--- src/rtl/pcm_feeder.sv ---
// rtl/pcm_feeder.sv - paced PCM sample FIFO feeding the sigma-delta DAC
//
// Buffers producer samples in a circular FIFO and releases one to the DAC on
// every sample period of divider+1 clocks while enable is high. An empty FIFO
// at release time substitutes the underrun value and sets a sticky flag.
//
// Build option: PCM_FEEDER_HOLD_EN
//   defined   - underrun repeats the last pcm value
//   undefined - underrun outputs midscale (silence)
//
// Ports:
//   clk, rst          clock, synchronous active-high reset
//   in_valid/in_data  producer sample, accepted when in_ready
//   in_ready          FIFO not full
//   enable            run the sample pacer
//   divider           sample period minus one, in clk cycles
//   flush             discard FIFO contents (and any same-cycle push)
//   underrun_clr      clear the sticky underrun flag
//   pcm               registered sample to the DAC
//   sample_strobe     one-cycle pulse on each pcm update
//   level             FIFO occupancy, 0..FIFO_DEPTH
//   underrun          sticky: a release found the FIFO empty
module pcm_feeder #(
  parameter int BITDEPTH   = 14,
  parameter int FIFO_DEPTH = 16,
  parameter int DIV_W      = 16
) (
  input  logic                          clk,
  input  logic                          rst,
  input  logic                          in_valid,
  input  logic [BITDEPTH-1:0]           in_data,
  output logic                          in_ready,
  input  logic                          enable,
  input  logic [DIV_W-1:0]              divider,
  input  logic                          flush,
  input  logic                          underrun_clr,
  output logic [BITDEPTH-1:0]           pcm,
  output logic                          sample_strobe,
  output logic [$clog2(FIFO_DEPTH):0]   level,
  output logic                          underrun
);

  localparam int PTR_W = $clog2(FIFO_DEPTH);
  localparam int LVL_W = PTR_W + 1;
  localparam logic [BITDEPTH-1:0] MIDSCALE = {1'b1, {(BITDEPTH-1){1'b0}}};
  localparam logic [LVL_W-1:0]    FULL     = LVL_W'(FIFO_DEPTH);

  logic [BITDEPTH-1:0] mem_q [FIFO_DEPTH];
  logic [PTR_W-1:0]    wr_ptr_q, wr_ptr_d;
  logic [PTR_W-1:0]    rd_ptr_q, rd_ptr_d;
  logic [LVL_W-1:0]    level_q, level_d;
  logic [DIV_W-1:0]    tick_q, tick_d;
  logic [BITDEPTH-1:0] pcm_q, pcm_d;
  logic                strobe_q, strobe_d;
  logic                underrun_q, underrun_d;

  logic pop_ev;
  logic push;
  logic pop;
  logic starve;
  logic [BITDEPTH-1:0] underrun_val;

`ifdef PCM_FEEDER_HOLD_EN
  assign underrun_val = pcm_q;
`else
  assign underrun_val = MIDSCALE;
`endif

  assign in_ready      = (level_q != FULL);
  assign pcm           = pcm_q;
  assign sample_strobe = strobe_q;
  assign level         = level_q;
  assign underrun      = underrun_q;

  always_comb begin
    pop_ev = enable && (tick_q == '0);
    // flush wins over both sides; a release during flush sees an empty FIFO
    push   = in_valid && in_ready && !flush;
    pop    = pop_ev && (level_q != '0) && !flush;
    starve = pop_ev && !pop;

    tick_d     = tick_q;
    wr_ptr_d   = wr_ptr_q;
    rd_ptr_d   = rd_ptr_q;
    level_d    = level_q;
    pcm_d      = pcm_q;
    strobe_d   = pop_ev;
    underrun_d = underrun_q;

    // reload on disable and on expiry, so a divider change lands at the next reload
    if (!enable || (tick_q == '0)) begin
      tick_d = divider;
    end else begin
      tick_d = tick_q - DIV_W'(1);
    end

    if (flush) begin
      wr_ptr_d = '0;
      rd_ptr_d = '0;
      level_d  = '0;
    end else begin
      if (push) wr_ptr_d = wr_ptr_q + PTR_W'(1);
      if (pop)  rd_ptr_d = rd_ptr_q + PTR_W'(1);
      if (push && !pop) level_d = level_q + LVL_W'(1);
      if (pop && !push) level_d = level_q - LVL_W'(1);
    end

    if (pop) begin
      pcm_d = mem_q[rd_ptr_q];
    end else if (starve) begin
      pcm_d = underrun_val;
    end

    // a new underrun outranks a same-cycle clear
    if (starve) begin
      underrun_d = 1'b1;
    end else if (underrun_clr) begin
      underrun_d = 1'b0;
    end
  end

  always_ff @(posedge clk) begin
    if (rst) begin
      wr_ptr_q   <= '0;
      rd_ptr_q   <= '0;
      level_q    <= '0;
      tick_q     <= divider;
      pcm_q      <= MIDSCALE;
      strobe_q   <= 1'b0;
      underrun_q <= 1'b0;
    end else begin
      wr_ptr_q   <= wr_ptr_d;
      rd_ptr_q   <= rd_ptr_d;
      level_q    <= level_d;
      tick_q     <= tick_d;
      pcm_q      <= pcm_d;
      strobe_q   <= strobe_d;
      underrun_q <= underrun_d;
    end
  end

  // storage needs no reset; pointers and level define what is valid
  always_ff @(posedge clk) begin
    if (push) begin
      mem_q[wr_ptr_q] <= in_data;
    end
  end

endmodule

--- config.mk ---
export PLATFORM = sky130hd
export DESIGN_NAME = pcm_feeder
export DESIGN_NICKNAME = d
export VERILOG_FILES = /design/src/rtl/pcm_feeder.sv
export SDC_FILE = /design/constraint.sdc
export NUM_CORES = 1
export LEC_CHECK = 0
export BUFFER_PORTS_ARGS = -buffer_cell sky130_fd_sc_hd__buf_2
export CAP_MARGIN = 20
export CORE_ASPECT_RATIO = 1.4
export CORE_UTILIZATION = 50
export CTS_CLUSTER_SIZE = 10
export DETAILED_ROUTE_END_ITERATION = 10
export GPL_TIMING_DRIVEN = 0
export PLACE_DENSITY = 0.81
export SYNTH_ARGS = -nofsm -noshare
export SYNTH_HDL_FRONTEND = slang
export SYNTH_SLANG_ARGS = --single-unit
--- constraint.sdc ---
create_clock -name clk -period 3 [get_ports clk]
set_input_delay 0.6 -clock clk [delete_from_list [all_inputs] [get_ports clk]]
set_output_delay 0.6 -clock clk [all_outputs]
set_load 0.02 [all_outputs]
After elaboration in Yosys (flattened, before gate mapping)
Memory sizes are Yosys's and may differ from the RTL's. A register that Yosys moved wholly into a read port is not among the register bits.
Cells that the tools add are included.
{"block": "totals", "ff_bits": 45, "mem_bits_rw": 224, "inputBits": 36, "out_inout_bits": 22, "elab_cells": 45, "mem_count": 1}
{"memory": "mem_q", "words": 16, "word_bits": 14, "read_ports": 1, "rd_ports_with_merged_regs": 1, "wr": 1, "line_no": "48", "text": "logic [BITDEPTH-1:0] mem_q [FIFO_DEPTH];"}
{"block": "op_classes", "n_addsub": 5, "eq_ne": 1, "mux": 12, "reduce_logical": 19}
{"cell": "16-bit two-way mux", "n": 2}
{"cell": "14-bit two-way mux", "n": 2}
{"cell": "16-bit logical NOT", "n": 1}
{"cell": "16-bit by 1-bit subtractor with 16-bit output, second input constant", "n": 1}
{"cell": "5-bit two-way mux", "n": 2}
{"cell": "4-bit by 1-bit adder with 4-bit output, second input constant", "n": 2}
{"cell": "1-bit logical AND", "n": 8}
{"cell": "4-bit two-way mux", "n": 2}
{"cell": "2-bit nonzero test", "n": 3}
{"cell": "5-bit by 1-bit adder with 5-bit output, second input constant", "n": 1}
{"cell": "5-bit inequality test, second input constant", "n": 1}
{"cell": "5-bit nonzero test", "n": 1}
{"cell": "5-bit by 1-bit subtractor with 5-bit output, second input constant", "n": 1}
{"cell": "1-bit logical NOT", "n": 4}
{"cell": "1-bit two-way mux", "n": 4}
{"cell": "2-bit OR reduction", "n": 1}
{"cell": "1-bit logical OR", "n": 1}

Logic depth before layout (Yosys ltp)
Gate-level depths: netlist of run 1.
{"block": "depth", "ltp_word": 8, "ltp_mapped": 13, "mapped_depth_nobuf": 13}

Worst setup path after synthesis of run 1
OpenSTA, ideal clock, no wires.
{"block": "synth_path", "path_kind": "register -> register", "start": "reg level_q[1], in the netlist level[1]", "end": "reg level_q[4], in the netlist level[4]", "setup_time_ps": 70, "arrival_ps": 2867, "t_required_ps": 2930, "setup_slack_ps": 63, "stages_incl_launch_ff": 13, "path_buffers": 1, "synth_period_minus_slack_ps": 2937, "path_cell_list": "dfxtp_1 buf_2 nor4_2 a211oi_1 inv_1 ha_1 xor2_1 ha_1 a211o_1 a21oi_1 a221oi_1 or3_1 a21oi_1"}
{"block": "synth_between", "elab_chain_cells": 6, "word_cells_on_any_way": 15, "classes_between": "2 x add/sub; 1 x eq/ne; 2 x mux; 10 x reduce/logical"}
{"item": "from (decl)", "line_no": "51", "text": "logic [LVL_W-1:0] level_q, level_d;"}
{"item": "from (signal assigned)", "line_no": "134", "text": "level_q <= level_d;"}
{"item": "branches (longest 6 deep; another with 5-bit by 1-bit adder with 5-bit output)"}
Several ways; the timed one is not identified. The select of a mux whose other input is x is not followed.
A chain may end at the register's enable or synchronous reset.

Worst setup path after layout of run 1
{"block": "layout_path", "start": "reg level_q[1], in the netlist level[1]", "end": "reg level_q[4], in the netlist level[4]"}
{"block": "layout_between", "elab_chain_cells": 6, "word_cells_on_any_way": 15, "classes_between": "2 x add/sub; 1 x eq/ne; 2 x mux; 10 x reduce/logical"}
{"item": "5-bit nonzero test *", "line_no": "79", "text": "pop = pop_ev && (level_q != '0) && !flush;"}
{"item": "1-bit logical AND * (2 in series)", "line_no": "79"}
{"item": "net pop", "line_no": "59", "text": "logic pop;"}
{"item": "1-bit logical NOT", "line_no": "104", "text": "if (push && !pop) level_d = level_q + LVL_W'(1);"}
{"item": "1-bit logical AND", "line_no": "104"}
{"item": "2-bit nonzero test (no line)"}
Mark *: on every way through the listed nets, which the timed path passes. The rest lies on a longest branch. The select of a mux whose other input is x is not followed.

==> flow_summary.yaml, run 1 <==
outcome:
  status: "finished, violations left"
  violations: "DRC"
route:
  met2WireLength_um: 12800
  vias: 5897
  drt-met1-wl_um: 8660
  antenna_left: 0
  viasPerCell: 6.03
  wl_per_cell_um: 24.3
  drtIter0Drc: 508
  drc: 10
  wl_met3_um: 1450
  wl_um: 23700
  top_signal_layer_used: "met4"
  dr.pass1.iters: 8
synthesis:
  synth.most_common_cell: "edfxtp_1"
  synth-edff-count: 224
  synth_area_leaders: "edfxtp_1, mux4_2, dfxtp_1"
  synth_top_cell_by_area: "edfxtp_1"
  syn_nets: 648
  postSynthAreaPerCell_sq_um: 17.7
  async_reset_ff_frac: 0
  synthCells: 601
  synthTopCellsByCount: "edfxtp_1, mux4_2, dfxtp_1"
  ys_types: 44
  yosysWarnings: 0
  synth-seq-cells: 273
  synth.top_cell.area_share: 0.633
  yosysSeqAreaShare: 0.725
  syn-cell-area_sq_um: 10600
  synthFlopType: "edfxtp_1"
place:
  io_buffers: 57
  gp_congestion: 0.791
  dpl.hpwl_um: 14900
  dpl.cell_count: 920
  post-place-ws_ps: -443
  dpl_cell_area_sq_um: 11400
floorplan:
  core_area_sq_um: 20700
  ios: 58
  rows: 62
  die_y_um: 175
  start_util: 0.513
  dieArea_sq_um: 21900
  die_x_um: 125
timing:
  period_minus_slack_ps: 2870
  max_freq_mhz: 348
  final.setup.worst_slack_ps: 127
  timing.slew.headroom: 0.282
  fin_tns_setup_ps: 0
  rsz0062_at_grt: "false"
  setup_viol: 0
  final_max_slew_viol_count: 0
  fin_skew_ps: 14.9
  hold_violations: 0
  tightest_slew_ps: 1080
  timing.final.crit_share: 0.958
worst_setup_path:
  critPathMaxFanout: 8
  crit_top_cell: "a21oi_1"
  critPathLaunchType: "flip-flop"
  worstPathCellList: "buf_2, nor4_4, a21o_2, nor2_4, ha_4, xor2_1, ha_1, a211o_1, a21oi_1, a221oi_1, or3_1, a21oi_1"
  slowest_delay_ps: 400
  cp-end-kind: "flip-flop"
  critical_path_arrival_ps: 3360
  cp_top_family: "compound AO/OA/AOI/OAI gates"
  worstSetupPathType: "reg2reg"
  r2r_start: "level[1]$_SDFFE_PP0P_"
  crit_start: "level[1]$_SDFFE_PP0P_"
  worst_ep_required_time_ps: 3480
  cp.depth: 12
  cp_slowest_cell: "nor4_4"
  crit_buf_inv: 1
  r2r_cells: 12
layout:
  final_area_sq_um: 12300
  final_cells: 978
  layout.nets: 745
  drive_gt1_frac: 0.266
  antenna_cells: 0
  area_delta_synth_final_pct: 15.8
power_and_ir_drop:
  p_per_area_nw_per_um2: 625
  ir_worst_vdd_uv: 430
  p_total_mw: 7.70
  power_leakage_nw: 4.16
flow_run:
  maxCapViolations: 0
global_routing:
  grt_overflow_total: 0
  antenna_found_initial: 0
  grt_pass1_vias: 6267
  grt_use_total: 0.223
  grt_pass1_wl_um: 36000
  grt_max_degree: 17
clock_tree:
  cts_buffer_depth: 3
  clock_latency_ps: 550
  cts.clk_slew.worst_paths_ps: 50
  cts_buffers: 31
  tritoncts: "done"
  cts_sinks: 273
  htreeDepth: 1
  root_buffer: "clkbuf_16"
worst_hold_path:
  whs_path_depth: 2
  min-delay-start: "divider[0]"
  worst_hold_path_type: "in2reg"
[kinds of logic (layout without fill, tap and decap cells)]
family / count (synthesis) / after routing / share of synthesized area
DFF: 273 / 273 / 0.725
and+or+nand+nor: 104 / 104 / 0.0502
AOI/OAI and AO/OA: 90 / 90 / 0.0549
muxes: 59 / 59 / 0.122
buffers and inverters: 41 / 162 / 0.0162
xor gates and xnor gates: 23 / 23 / 0.0190
adders and majority gates: 11 / 11 / 0.0130
[routing by layer]
metal,GRT usage,vias up
li1,-,2571
met1,0.264,2989
met2,0.410,278
met3,0.0295,59
met4,0.0910,0
met5,0,-
[what timing repair did]
action,4_1_cts,5_1_grt
buffers inserted,1,0
setup endpoints to repair,2,1
gates resized for setup,4,6
gates cloned,0,0
pin swaps,1,0
hold buffers,0,0
[worst paths after layout]
| path | to | slack [ps] |
|---|---|---|
| worst max-delay path | level[4]$_SDFFE_PP0P_ | 130 |
| worst max register to register | level[4]$_SDFFE_PP0P_ | 130 |
| worst min-delay path | tick_q[0]$_DFF_P_ | 280 |
| worst min register to register | pcm[6]$_SDFFE_PP0P_ | 450 |
[cell usage in the layout, fill, tap and decap left out, types with 2 or more instances in the layout]
master,instances
a21o_1,14
a21oi_1,35
a22oi_1,29
buf_1,3
buf_2,66
buf_6,5
buf_8,2
clkbuf_1,40
clkbuf_16,31
dfxtp_1,49
edfxtp_1,224
ha_1,10
inv_1,12
inv_6,2
mux2i_1,2
mux4_2,56
nand2_1,15
nand2b_1,7
nand3_1,3
nor2_1,35
nor2_2,12
nor2b_1,4
nor3_1,4
nor3_2,4
nor4_4,3
o21ai_0,3
or3_1,5
or4_1,2
xnor2_1,11
xor2_1,12
[layout make-up]
type / instances / area [sq um]
buffer: 29 / 128
clock buffer: 55 / 866
clock inverter: 2 / 17.5
fill: 1478 / 8410
inverter: 12 / 45.0
multi-input combinational: 287 / 2850
sequential: 273 / 7710
tap: 256 / 320
timing repair buffer: 64 / 368
[through the flow]
| step | util | hold slack, ps |
|---|---|---|
| floorplan | - | 481 |
| global placement | 0.542 | 432 |
| detailed placement | 0.548 | 438 |
| CTS | 0.592 | 264 |
| global route | 0.594 | 284 |
| finish | 0.594 | 275 |
[flip-flops by register name, indices dropped and copies added (netlist names), named ones only]
register,flops
mem_q,224
tick_q,16
pcm,14
level,5
rd_ptr_q,4
wr_ptr_q,4
sample_strobe,1
underrun,1
[worst register-to-register path: stages (launching register included)]
cell      delay (ps)
dfxtp_1          320
buf_2            180
nor4_4           410
a21o_2           280
nor2_4            80
ha_4             190
xor2_1           150
ha_1             210
a211o_1          290
a21oi_1          170
a221oi_1          70
or3_1            320
a21oi_1          150
[power breakdown]
part	total (mW)	switching (mW)	internal, mW	leakage [nW]
Combinational	0.185	0.118	0.0672	1.33
Clock	3.35	1.42	1.93	0.419
Sequential	4.16	0.0326	4.13	2.42
(Power assumes the default switching activity.)
==> inputs of run 2 (changes only) <==
--- a/config.mk
+++ b/config.mk
@@ -5,6 +5,7 @@
 export SDC_FILE = /design/constraint.sdc
 export NUM_CORES = 1
 export LEC_CHECK = 0
+export ABC_AREA = 1
 export BUFFER_PORTS_ARGS = -buffer_cell sky130_fd_sc_hd__buf_2
 export CAP_MARGIN = 20
 export CORE_ASPECT_RATIO = 1.4
==> flow_summary.yaml, run 2 <==
timing:
  fin_tns_setup_ps: 0
  rsz0062_at_grt: "false"
  timing.final.crit_share: 0.881
  fin_skew_ps: 10.7
  tightest_slew_ps: 706
  max_freq_mhz: 378
  timing.slew.headroom: 0.527
  hold_violations: 0
  setup_viol: 0
  final_max_slew_viol_count: 0
  period_minus_slack_ps: 2640
global_routing:
  antenna_found_initial: 0
  grt_pass1_vias: 7991
  grt_pass1_wl_um: 41800
  grt_max_degree: 17
  grt_use_total: 0.238
  grt_overflow_total: 0
outcome:
  status: "finished clean"
place:
  io_buffers: 56
  dpl.hpwl_um: 18300
  gp_congestion: 0.979
  dpl.cell_count: 1414
synthesis:
  synth_top_cell_by_area: "edfxtp_1"
  syn-cell-area_sq_um: 11300
  yosysSeqAreaShare: 0.680
  synth_simple_gate_area_frac: 0.231
  synth_compound_area_frac: 0.0265
  synth_top_family_by_area: "simple AND/OR/NAND/NOR gates"
  synthTopCellsByCount: "nand2_1, edfxtp_1, nand3_1"
  synth-xor-area-share: 0.0139
  synth.top_cell.area_share: 0.593
  synthFlopType: "edfxtp_1"
  synth-seq-cells: 273
  ys_types: 31
  syn_nets: 1094
  synth-edff-count: 224
  synthAdderAreaFrac: 0.0121
  postSynthAreaPerCell_sq_um: 10.8
  synth.most_common_cell: "nand2_1"
  synthCells: 1047
  async_reset_ff_frac: 0
  synth_mux_area_frac: 0
  synth_area_leaders: "edfxtp_1, nand2_1, nand3_1"
  yosysWarnings: 0
power_and_ir_drop:
  ir_worst_vdd_uv: 476
  p_per_area_nw_per_um2: 590
  power_leakage_nw: 4.86
clock_tree:
  cts_buffer_depth: 3
  postCtsHoldBufs: 0
  cts.clk_slew.worst_paths_ps: 60
  cts.repair.resized: 0
  post_cts_buffers: 0
  htreeDepth: 1
  tritoncts: "done"
  clock_latency_ps: 550
  cts_sinks: 273
  cts_buffers: 31
  root_buffer: "clkbuf_16"
worst_setup_path:
  r2r_cells: 18
  worst_ep_required_time_ps: 3480
  critPathLaunchType: "flip-flop"
  worstSetupPathType: "reg2reg"
  rrSetupSlack_ps: 360
  r2r_start: "tick_q[0]$_DFF_P_"
  critPathMaxFanout: 11
  critical_path_arrival_ps: 3120
  cp-end-kind: "flip-flop"
  rr_endpoint: "level[4]$_SDFFE_PP0P_"
worst_hold_path:
  min_to: "underrun$_SDFFE_PP0P_"
  worst_hold_path_type: "in2reg"
  whs_path_depth: 2
  min-delay-start: "underrun_clr"
layout:
  mostFrequentLayoutCells: "nand2_1, edfxtp_1, nand3_1"
  layout.nets: 1199
  top_register: "mem_q"
  drive_gt1_frac: 0.141
  antenna_cells: 0
  area_delta_synth_final_pct: 14.7
  layout_commonest_cell: "nand2_1"
  final_cells: 1473
  largest_reg_flops: 224
  fin_util: 0.590
floorplan:
  ios: 58
  core_area_sq_um: 22000
  start_util: 0.515
  dieArea_sq_um: 23300
  die_y_um: 180
  rows: 64
  die_x_um: 129
route:
  vias: 8152
  antenna_left: 0
  drc: 0
  wl_per_cell_um: 18.3
  viasPerCell: 5.53
  wl_um: 27000
  drtIter0Drc: 839
  dr.pass1.iters: 5
flow_run:
  maxCapViolations: 0
==> run 2: cell count changes after synthesis, moves of 7 or more <==
cell      change
a22oi_1      -29
clkbuf_1      -7
nand2b_1      -7
nand2_1     +287
buf_4         +9
buf_2        +16
nand3_1     +210
o21ai_0       +8
nor2_1       +17
mux4_2       -56
a21o_1       -15
inv_1        +23
==> run 2: cells by family (layout without fill, tap and decap cells) <==
group           Yosys count  in the layout
compound gates           54             54
fa+ha+maj                11             11
buf+inv                  90            219
xor+xnor                 18             18
simple gates            601            601
flops                   273            273
==> run 2: area by class of cell <==
class                           instances  area, sq um
Fill cell                            1665         9020
Sequential cell                       273         7710
Multi-Input combinational cell        684         3210
Clock buffer                           55          866
Timing Repair Buffer                   72          408
Tap cell                              297          372
Buffer                                 51          272
Inverter                               39          146
Clock inverter                          2         17.5
==> run 2: worst max-delay path by stage <==
stage                                      from                     to  slack [ps]
after floorplan           level[1]$_SDFFE_PP0P_  level[2]$_SDFFE_PP0P_         580
after global placement                 in_valid  mem_q[1][4]$_DFFE_PP_         300
after detailed placement      tick_q[0]$_DFF_P_  level[4]$_SDFFE_PP0P_         380
after CTS                     tick_q[0]$_DFF_P_  level[4]$_SDFFE_PP0P_         350
after global routing          tick_q[0]$_DFF_P_  level[4]$_SDFFE_PP0P_         190
final                         tick_q[0]$_DFF_P_  level[4]$_SDFFE_PP0P_         360
==> run 2: through the flow <==
stage | hold slack [ps] | power [mW] | cell area, sq um | setup WS [ps]
6_report | 226 | 7.67 | 13000 | 356
4_1_cts | 218 | 7.68 | 13000 | 352
3_5_place_dp | 454 | 4.45 | 12100 | 376
2_1_floorplan | 446 | 4.34 | 11300 | 577
5_1_grt | 215 | 7.84 | 13000 | 188
3_3_place_gp | 445 | 4.44 | 12000 | 300
==> run 2: where the power goes <==
part           internal (mW)  switching [mW]  total, mW  leakage, nW
registers               4.13          0.0273       4.16         2.42
logic                 0.0651           0.151      0.216         2.02
clock network           1.93            1.36       3.29        0.419
total                   6.13            1.54       7.67         4.86
==> run 2: critical path, cell delays in order, from the launching register on <==
cell,delay (ps)
dfxtp_1,320
inv_1,90
ha_1,190
nand3_1,130
nor2_4,150
nand3_4,140
nor2_4,130
buf_6,170
ha_1,280
xor2_1,240
ha_1,180
inv_1,40
nand2_1,80
nand3_1,110
nand2_1,80
nand2_1,50
nand2_1,50
nand2_1,40
a21oi_1,110
==> run 2: layer usage <==
layer / up-vias / global-route usage / share of wire
met4: 0 / 0.123 / 0.041
met3: 85 / 0.0303 / 0.089
met5: - / 0 / 0
met1: 3800 / 0.281 / 0.35
met2: 439 / 0.418 / 0.51
li1: 3828 / - / -
